==> src/rtl/aes_operand_router_if.sv <==
// Handshake/bus bundle for aes_operand_router: three operand sources, message source,
// FIFO head lanes with mode tag, beat counter and error flag.
interface aes_operand_router_if #(
    parameter int DW   = 128,
    parameter int CNTW = 16
);
    logic [1:0]      sel_i;
    logic [DW-1:0]   w0_i, w1_i, w2_i;
    logic            wvalid_i, wready_o;
    logic [DW-1:0]   iv_i;
    logic            ivalid_i, iready_o;
    logic [DW-1:0]   c_i;
    logic            cvalid_i, cready_o;
    logic [2*DW-1:0] m_i;
    logic            mvalid_i, mready_o;
    logic [DW-1:0]   out0_o, out1_o, out2_o;
    logic [1:0]      sel_o;
    logic            valid_o, ready_i;
    logic [CNTW-1:0] cnt_o;
    logic            err_o;

    modport slave (
        input  sel_i, w0_i, w1_i, w2_i, wvalid_i, iv_i, ivalid_i, c_i, cvalid_i,
               m_i, mvalid_i, ready_i,
        output wready_o, iready_o, cready_o, mready_o, out0_o, out1_o, out2_o,
               sel_o, valid_o, cnt_o, err_o
    );

    modport master (
        output sel_i, w0_i, w1_i, w2_i, wvalid_i, iv_i, ivalid_i, c_i, cvalid_i,
               m_i, mvalid_i, ready_i,
        input  wready_o, iready_o, cready_o, mready_o, out0_o, out1_o, out2_o,
               sel_o, valid_o, cnt_o, err_o
    );
endinterface

==> src/rtl/aes_operand_router.sv <==
// Registered AES operand router: per-source handshakes, join for IV/C + message, tagged output FIFO.
// Optional sticky illegal-select flag built only when AES_ROUTER_ERR_EN is defined.
module aes_operand_router #(
    parameter int DW    = 128,
    parameter int DEPTH = 2,
    parameter int CNTW  = 16
) (
    input  logic                clk_i,
    input  logic                rst_ni,
    aes_operand_router_if.slave bus
);
    localparam int NL = 3;
    localparam int OW = $clog2(DEPTH + 1);
    localparam int PW = $clog2(DEPTH);

    typedef struct packed {
        logic [1:0]              sel;
        logic [NL-1:0][DW-1:0]   lane;
    } entry_t;

    entry_t          mem_q [DEPTH];
    entry_t          wr_ent, head;
    logic [OW-1:0]   occ_q, occ_d;
    logic [PW-1:0]   wptr_q, wptr_d, rptr_q, rptr_d;
    logic [CNTW-1:0] cnt_q, cnt_d;
    logic            rdy_en_q;
    logic            space, push, pop, valid;
    logic            wready, iready, cready, mready;

    function automatic logic [PW-1:0] inc_ptr(input logic [PW-1:0] p);
        return (p == PW'(DEPTH - 1)) ? '0 : p + PW'(1);
    endfunction

    // rdy_en_q holds source readies low for the first cycle after reset
    assign space = rst_ni & rdy_en_q & (occ_q < OW'(DEPTH));
    assign valid = (occ_q != '0);
    assign pop   = valid & bus.ready_i;

    always_comb begin
        wready      = 1'b0;
        iready      = 1'b0;
        cready      = 1'b0;
        mready      = 1'b0;
        push        = 1'b0;
        wr_ent      = '0;
        wr_ent.sel  = bus.sel_i;
        case (bus.sel_i)
            2'd0: begin
                wready         = space;
                push           = space & bus.wvalid_i;
                wr_ent.lane[0] = bus.w0_i;
                wr_ent.lane[1] = bus.w1_i;
                wr_ent.lane[2] = bus.w2_i;
            end
            2'd1: begin
                iready         = space & bus.mvalid_i;
                mready         = space & bus.ivalid_i;
                push           = space & bus.ivalid_i & bus.mvalid_i;
                wr_ent.lane[0] = bus.iv_i;
                wr_ent.lane[1] = bus.m_i[2*DW-1:DW];
                wr_ent.lane[2] = bus.m_i[DW-1:0];
            end
            2'd2: begin
                cready         = space & bus.mvalid_i;
                mready         = space & bus.cvalid_i;
                push           = space & bus.cvalid_i & bus.mvalid_i;
                wr_ent.lane[0] = bus.c_i;
                wr_ent.lane[1] = bus.m_i[2*DW-1:DW];
                wr_ent.lane[2] = bus.m_i[DW-1:0];
            end
            default: ;
        endcase
    end

    always_comb begin
        occ_d  = occ_q + OW'(push) - OW'(pop);
        wptr_d = push ? inc_ptr(wptr_q) : wptr_q;
        rptr_d = pop  ? inc_ptr(rptr_q) : rptr_q;
        cnt_d  = cnt_q + CNTW'(push);
    end

    always_ff @(posedge clk_i) begin
        if (!rst_ni) begin
            occ_q    <= '0;
            wptr_q   <= '0;
            rptr_q   <= '0;
            cnt_q    <= '0;
            rdy_en_q <= 1'b0;
        end else begin
            occ_q    <= occ_d;
            wptr_q   <= wptr_d;
            rptr_q   <= rptr_d;
            cnt_q    <= cnt_d;
            rdy_en_q <= 1'b1;
        end
    end

    // Storage needs no reset: the head is masked whenever the FIFO is empty
    always_ff @(posedge clk_i) begin
        if (push) mem_q[wptr_q] <= wr_ent;
    end

    assign head = valid ? mem_q[rptr_q] : '0;

    assign bus.wready_o = wready;
    assign bus.iready_o = iready;
    assign bus.cready_o = cready;
    assign bus.mready_o = mready;
    assign bus.valid_o  = valid;
    assign bus.out0_o   = head.lane[0];
    assign bus.out1_o   = head.lane[1];
    assign bus.out2_o   = head.lane[2];
    assign bus.sel_o    = head.sel;
    assign bus.cnt_o    = cnt_q;

`ifdef AES_ROUTER_ERR_EN
    logic err_set, err_q;
    assign err_set = (bus.sel_i == 2'd3) &
                     (bus.wvalid_i | bus.ivalid_i | bus.cvalid_i | bus.mvalid_i);

    always_ff @(posedge clk_i) begin
        if (!rst_ni)      err_q <= 1'b0;
        else if (err_set) err_q <= 1'b1;
    end

    assign bus.err_o = err_q;
`else
    assign bus.err_o = 1'b0;
`endif
endmodule

==> src/flat_wrapper.sv <==
// flat-port wrapper written by rule: the top's interface ports become plain ports
module aes_operand_router_flat 
#(
    parameter int DW    = 128,
    parameter int DEPTH = 2,
    parameter int CNTW  = 16
)
  (clk_i, rst_ni, bus_sel_i, bus_w0_i, bus_w1_i, bus_w2_i, bus_wvalid_i, bus_iv_i, bus_ivalid_i, bus_c_i, bus_cvalid_i, bus_m_i, bus_mvalid_i, bus_ready_i, bus_wready_o, bus_iready_o, bus_cready_o, bus_mready_o, bus_out0_o, bus_out1_o, bus_out2_o, bus_sel_o, bus_valid_o, bus_cnt_o, bus_err_o);
  aes_operand_router_if #(.DW(DW), .CNTW(CNTW)) bus_i ();
  input  logic clk_i;
  input  logic rst_ni;
  input wire logic [$bits(bus_i.sel_i)-1:0] bus_sel_i;
  input wire logic [$bits(bus_i.w0_i)-1:0] bus_w0_i;
  input wire logic [$bits(bus_i.w1_i)-1:0] bus_w1_i;
  input wire logic [$bits(bus_i.w2_i)-1:0] bus_w2_i;
  input wire logic [$bits(bus_i.wvalid_i)-1:0] bus_wvalid_i;
  input wire logic [$bits(bus_i.iv_i)-1:0] bus_iv_i;
  input wire logic [$bits(bus_i.ivalid_i)-1:0] bus_ivalid_i;
  input wire logic [$bits(bus_i.c_i)-1:0] bus_c_i;
  input wire logic [$bits(bus_i.cvalid_i)-1:0] bus_cvalid_i;
  input wire logic [$bits(bus_i.m_i)-1:0] bus_m_i;
  input wire logic [$bits(bus_i.mvalid_i)-1:0] bus_mvalid_i;
  input wire logic [$bits(bus_i.ready_i)-1:0] bus_ready_i;
  output wire logic [$bits(bus_i.wready_o)-1:0] bus_wready_o;
  output wire logic [$bits(bus_i.iready_o)-1:0] bus_iready_o;
  output wire logic [$bits(bus_i.cready_o)-1:0] bus_cready_o;
  output wire logic [$bits(bus_i.mready_o)-1:0] bus_mready_o;
  output wire logic [$bits(bus_i.out0_o)-1:0] bus_out0_o;
  output wire logic [$bits(bus_i.out1_o)-1:0] bus_out1_o;
  output wire logic [$bits(bus_i.out2_o)-1:0] bus_out2_o;
  output wire logic [$bits(bus_i.sel_o)-1:0] bus_sel_o;
  output wire logic [$bits(bus_i.valid_o)-1:0] bus_valid_o;
  output wire logic [$bits(bus_i.cnt_o)-1:0] bus_cnt_o;
  output wire logic [$bits(bus_i.err_o)-1:0] bus_err_o;
  assign bus_i.sel_i = bus_sel_i;
  assign bus_i.w0_i = bus_w0_i;
  assign bus_i.w1_i = bus_w1_i;
  assign bus_i.w2_i = bus_w2_i;
  assign bus_i.wvalid_i = bus_wvalid_i;
  assign bus_i.iv_i = bus_iv_i;
  assign bus_i.ivalid_i = bus_ivalid_i;
  assign bus_i.c_i = bus_c_i;
  assign bus_i.cvalid_i = bus_cvalid_i;
  assign bus_i.m_i = bus_m_i;
  assign bus_i.mvalid_i = bus_mvalid_i;
  assign bus_i.ready_i = bus_ready_i;
  assign bus_wready_o = bus_i.wready_o;
  assign bus_iready_o = bus_i.iready_o;
  assign bus_cready_o = bus_i.cready_o;
  assign bus_mready_o = bus_i.mready_o;
  assign bus_out0_o = bus_i.out0_o;
  assign bus_out1_o = bus_i.out1_o;
  assign bus_out2_o = bus_i.out2_o;
  assign bus_sel_o = bus_i.sel_o;
  assign bus_valid_o = bus_i.valid_o;
  assign bus_cnt_o = bus_i.cnt_o;
  assign bus_err_o = bus_i.err_o;
  aes_operand_router #(.DW(DW), .DEPTH(DEPTH), .CNTW(CNTW)) u_core (.clk_i(clk_i), .rst_ni(rst_ni), .bus(bus_i));
endmodule
==> config.mk <==
export PLATFORM = sky130hd
export DESIGN_NAME = aes_operand_router_flat
export DESIGN_NICKNAME = d
export VERILOG_FILES = /design/src/rtl/aes_operand_router_if.sv /design/src/rtl/aes_operand_router.sv /design/src/flat_wrapper.sv
export SDC_FILE = /design/constraint.sdc
export NUM_CORES = 1
export LEC_CHECK = 0
export ABC_AREA = 1
export CAP_MARGIN = 20
export CELL_PAD_IN_SITES_DETAIL_PLACEMENT = 2
export CELL_PAD_IN_SITES_GLOBAL_PLACEMENT = 2
export CORE_AREA = 4 4 505 507
export DETAILED_ROUTE_END_ITERATION = 6
export DIE_AREA = 0 0 509 511
export GPL_TIMING_DRIVEN = 0
export HOLD_SLACK_MARGIN = 0.15
export PLACE_DENSITY = 0.51
export SLEW_MARGIN = 30
export SYNTH_ARGS = -nofsm -noshare
export SYNTH_HDL_FRONTEND = slang
export SYNTH_SLANG_ARGS = --single-unit
==> constraint.sdc <==
create_clock -name clk_i -period 74.3 [get_ports clk_i]
set_input_delay 22.29 -clock clk_i [delete_from_list [all_inputs] [get_ports clk_i]]
set_output_delay 22.29 -clock clk_i [all_outputs]
set_load 0.005 [all_outputs]
After elaboration in Yosys (flattened, before gate mapping)
Memories as Yosys holds them, arrays and structs flattened. A register that Yosys moved wholly into a read port is not among the register bits. Index checks and enable logic that the tools add are counted.

Add/sub/neg operators: 5. Order comparisons: 1. Equality and inequality tests: 2. Mux-type cells: 14. Bitwise gates (word level): 9. Reductions and logical operators: 2.

Operators with widths (count): 384-bit one-hot mux with 3 select lines (1); 386-bit 2-to-1 mux (1); 16-bit by 1-bit adder with 16-bit output (1); 1-bit 2-to-1 mux (10); 1-bit bitwise AND (9); 1-bit one-hot mux with 3 select lines (1); 1-bit adder, second input constant (2); 2-bit by 1-bit adder with 2-bit output (1); 2-bit by 1-bit equality test with 1-bit output, second input constant (1); 2-bit equality test, second input constant (1); 2-bit zero test (1); 2-bit less-than comparator, second input constant (1); 1-bit one-hot mux with 2 select lines (1); 2-bit nonzero test (1); 2-bit by 1-bit subtractor with 2-bit output (1).

Flip-flop bits (word level): 21. Bits in writable memories: 772. Input bits: 905. Output and inout port bits: 408. Logic and storage cells: 39. Memories kept: 1.

Memory list: u_core.mem_q (depth 2, bits a word 386, rd ports 1, clocked after Yosys merged registers in 1, write ports 1, line aes_operand_router.sv:21) `entry_t mem_q [DEPTH];`.

Longest topological paths before layout
Depth in word-level cells: 7. Depth in mapped cells: 20. Depth with buffers taken out: 17.

Worst setup path after synthesis
No wires, ideal clock.

Path kind: in2out. Start point: input bus_sel_i[0]. End point: output bus_mready_o. Arrival time: 23152 ps. Required time: 52010 ps. Slack: 28858 ps. Stages: 8. Path buffers: 3. Cells stage by stage: inv_1 -> ha_1 -> buf_6 -> buf_6 -> buf_6 -> inv_2 -> o22ai_1 -> and2_1.

Longest elaborated chain between the ends: 2. Elaborated cells on any way between the ends: 3. Those cells by class: eq/ne: 2; mux: 1.

RTL lines: start, declared (line flat_wrapper.sv:12) `input wire logic [$bits(bus_i.sel_i)-1:0] bus_sel_i;`; 2-bit equality test or 2-bit by 1-bit equality test with 1-bit output (tied branches) (line aes_operand_router.sv:47) `case (bus.sel_i)`; 1-bit one-hot mux with 2 select lines (*) (line aes_operand_router.sv:47); end, declared (line flat_wrapper.sv:27) `output wire logic [$bits(bus_i.mready_o)-1:0] bus_mready_o;`.

Mark *: on every way between the ends. The rest lies on a longest branch, timed or not.

Worst setup path in the final report
Start point: input bus_sel_i[0]. End point: output bus_cready_o.

Longest elaborated chain between the ends: 2.

RTL lines: 2-bit equality test (line aes_operand_router.sv:47); 1-bit 2-to-1 mux (line aes_operand_router.sv:47); end, declared (line flat_wrapper.sv:26) `output wire logic [$bits(bus_i.cready_o)-1:0] bus_cready_o;`.

No other way between the ends.

==> flow_summary_export.csv <==
group,metric,value,unit
timing,max_freq,0.02107,GHz
finish,utilization,24.12,%
worst_setup_path,crit_required,52010,ps
timing,timing.final.crit_share,63.87,%
global_routing,grt_overflow,0,
finish,syn_to_final_growth,56.04,%
timing,relSlewSlack,33.95,%
worst_setup_path,slowest_stage,"clkdlybuf4s50_1",
clock_network,clk_latency,740,ps
finish,drive_gt1_share,5.818,%
finish,final_area,0.06043,mm²
status,status,"completed",
worst_setup_path,cp-start-kind,"input port",
floorplan,coreArea,0.2505,mm²
timing,slew_violations,0,
clock_network,clockBufferDepth,3,
clock_network,cts_htree_levels,3,
worst_setup_path,path_common_cell,"buf_6",
global_routing,grt_max_degree,68,
drt,drc,0,
drt,wl_per_cell,27.91,µm
worst_setup_path,rr_startpoint,"u_core.rdy_en_q",
worst_setup_path,crit_path_cell_trace,"clkdlybuf4s50_1 -> inv_1 -> ha_1 -> buf_6 -> buf_6 -> buf_6 -> inv_2 -> nor3_1 -> clkdlybuf4s50_1",
worst_setup_path,critPathMaxStageDelay,700,ps
worst_setup_path,worstPathMaxFanout,11,
drt,dr.pass1.iters,5,
clock_network,clk_pin_slew,60,ps
clock_network,cts_resized,0,
drt,viasPerCell,4.001,
logic_synthesis,syn_nets,5357,
global_routing,grt_usage,19.39,%
timing,final-setup-viol-count,0,
worst_setup_path,arrival,25160,ps
logic_synthesis,yosys_register_bits,794,
place,gp_congestion,0.9165,
floorplan,fp.dieH,511,µm
timing,setup_ws,26850,ps
power,pwr_density_cell,27.90,mW/mm²
worst_setup_path,reg2reg_to,"u_core.mem_q[0][104]",
logic_synthesis,syn_avg_cell_area,8.714,µm²
floorplan,rows,184,
drt,drtAntennaViolNets,0,
logic_synthesis,ys_types,28,
place,postPlaceCellArea,0.05708,mm²
min_path,min-delay-start,"u_core.rptr_q",
clock_network,cts_tree,"built",
finish,fin_nets,6811,
logic_synthesis,syn_area,0.03872,mm²
clock_network,clockRootBuffer,"clkbuf_16",
worst_setup_path,crit_type,"input port to output pin",
floorplan,initial_core_util,15.46,%
logic_synthesis,yosysWarnings,0,
global_routing,grt_pass1_wl,348.3,mm
floorplan,ioPinCount,1313,
timing,tns,0,ps
timing,finalHoldViolations,0,
power,ir_worst_vdd,0.00001771,V
drt,route.vias.total,37430,
min_path,hold_path_depth,1,
worst_setup_path,rrSetupSlack,70340,ps
clock_network,cts_setup_buffers,0,
logic_synthesis,synthCells,4444,
run,maxCapViolations,0,
floorplan,die_w,509,µm
power,power.leakage,24.44,nW
place,preCtsSetupSlack,26700,ps
worst_setup_path,reg2reg_depth,19,
drt,wirelength,261.1,mm
clock_network,postCtsHoldBufs,0,
logic_synthesis,yosysSeqAreaShare,61.00,%
timing,fin_skew,35.87,ps
timing,worst_pin_slew,990.8,ps
global_routing,antenna_found_initial,140,
min_path,hold_class,"flip-flop to flip-flop",
clock_network,cts.sinks,794,
floorplan,dieArea,0.2601,mm²
place,port_buffers,1311,
worst_setup_path,cp.buffers_inverters,7,
place,hpwl,212.8,mm
worst_setup_path,cp-end-kind,"output pin",
timing,layout_min_cycle_time,47450,ps
global_routing,grt_pass1_vias,41390,
drt,drt_iter0_markers,1693,
clock_network,numCtsBuffers,104,
timing,rsz0062_at_grt,"false",
worst_setup_path,cp_top_family,"buffers and inverters",
metal layers:
layer	wire length, µm	up-vias	global-route usage, %	part of all wire [%]
met3	20690	348	6.229	7.9
met5	457	-	0	0.18
li1	-	17320	-	-
met1	103100	18440	22.11	39
met2	129100	1249	34.36	49
met4	7780	78	5.699	3.0
registers in the layout (all words and copies together) (netlist names), named ones only:
register / cells
u_core.bus.cnt_o: 16
u_core.mem_q: 772
u_core.occ_q: 2
u_core.rdy_en_q: 1
u_core.rptr_q: 1
u_core.wptr_q: 1
layout by cell type (no fill, tap or decap), drive strengths merged:
master         Yosys  routed
o21a               1       1
o22ai              1       1
inv              418     423
nand3b             2       2
nand3            135     135
clkbuf           139     272
edfxtp           772     772
clkinvlp           0       3
buf              162     199
nand2           2084    2084
conb               1       1
o21ai            264     264
bufinv             0       5
nand4              5       5
or2                1       1
ha                 8       8
dfxtp             22      22
nor2              20      20
clkinv             0      43
and2               1       1
clkdlybuf4s50      0    1311
a21oi            399     399
nor3               7       7
a211oi             1       1
xor2               1       1
diode              0      27
per-stage QoR:
stage / std cells / hold slack (ps) / total power, mW
floorplan: 4444 / 431.5 / 0.7430
global placement: 9103 / 441.3 / 1.231
detailed placement: 9140 / 456.3 / 1.229
CTS: 9329 / 464.2 / 1.740
global route: 9339 / 503.7 / 1.785
finish: 9356 / 461.8 / 1.686
cells in the mapped netlist:
library cell	n	area, µm²
a211oi_1	1	7.510
a21oi_1	399	1997
and2_1	1	6.260
buf_1	11	41.29
buf_2	132	660.6
buf_4	9	67.56
buf_6	10	112.6
clkbuf_1	139	521.8
conb_1	1	3.750
dfxtp_1	22	440.4
edfxtp_1	772	23180
ha_1	8	100.1
inv_1	414	1554
inv_2	4	15.01
nand2_1	2084	7823
nand3_1	135	675.7
nand3b_1	2	15.01
nand4_1	5	31.28
nor2_1	18	67.56
nor2_2	1	6.260
nor2_4	1	11.26
nor3_1	7	35.03
o21a_1	1	7.510
o21ai_0	262	1311
o21ai_1	2	10.01
o22ai_1	1	6.260
or2_0	1	6.260
xor2_1	1	8.760
final cells by class:
cell class | count | area, µm²
fillers | 28540 | 190100
flip-flops and latches | 794 | 23620
repair buffers | 1348 | 14140
multi-input cells | 2931 | 12140
well taps | 3348 | 4189
clock buffers | 133 | 2815
inverters | 418 | 1577
plain buffers | 301 | 1414
clock inverters | 56 | 459.2
diodes | 27 | 67.56
where the power goes:
part | total (mW) | switching, mW | internal, mW
clock network | 0.493 | 0.209 | 0.284
logic | 0.683 | 0.415 | 0.268
registers | 0.509 | 0.00293 | 0.506
total | 1.69 | 0.628 | 1.06
worst max path at each step:
stage               slack (ps)              endpoint         start  depth (start not counted)
global route             26610          bus_cready_o  bus_sel_i[0]                          9
detailed placement       26700          bus_cready_o  bus_sel_i[0]                          9
global placement         16850  u_core.mem_q[0][148]  bus_sel_i[0]                          6
CTS                      26690          bus_cready_o  bus_sel_i[0]                          9
finish                   26850          bus_cready_o  bus_sel_i[0]                          9
floorplan                28860          bus_mready_o  bus_sel_i[0]                          8
logic make-up (layout without fill, tap and decap cells):
group / after synthesis / after routing / share of synthesized area, %
and+or+nand+nor: 2255 / 2255 / 22.41
DFF: 794 / 794 / 61.00
buffers and inverters: 719 / 2256 / 7.677
AOI/OAI and AO/OA: 666 / 666 / 8.624
adders and majority gates: 8 / 8 / 0.2585
other: 1 / 28 / 0.009684
xor gates and xnor gates: 1 / 1 / 0.02262
Note: power is estimated with default switching activity, not from simulation.
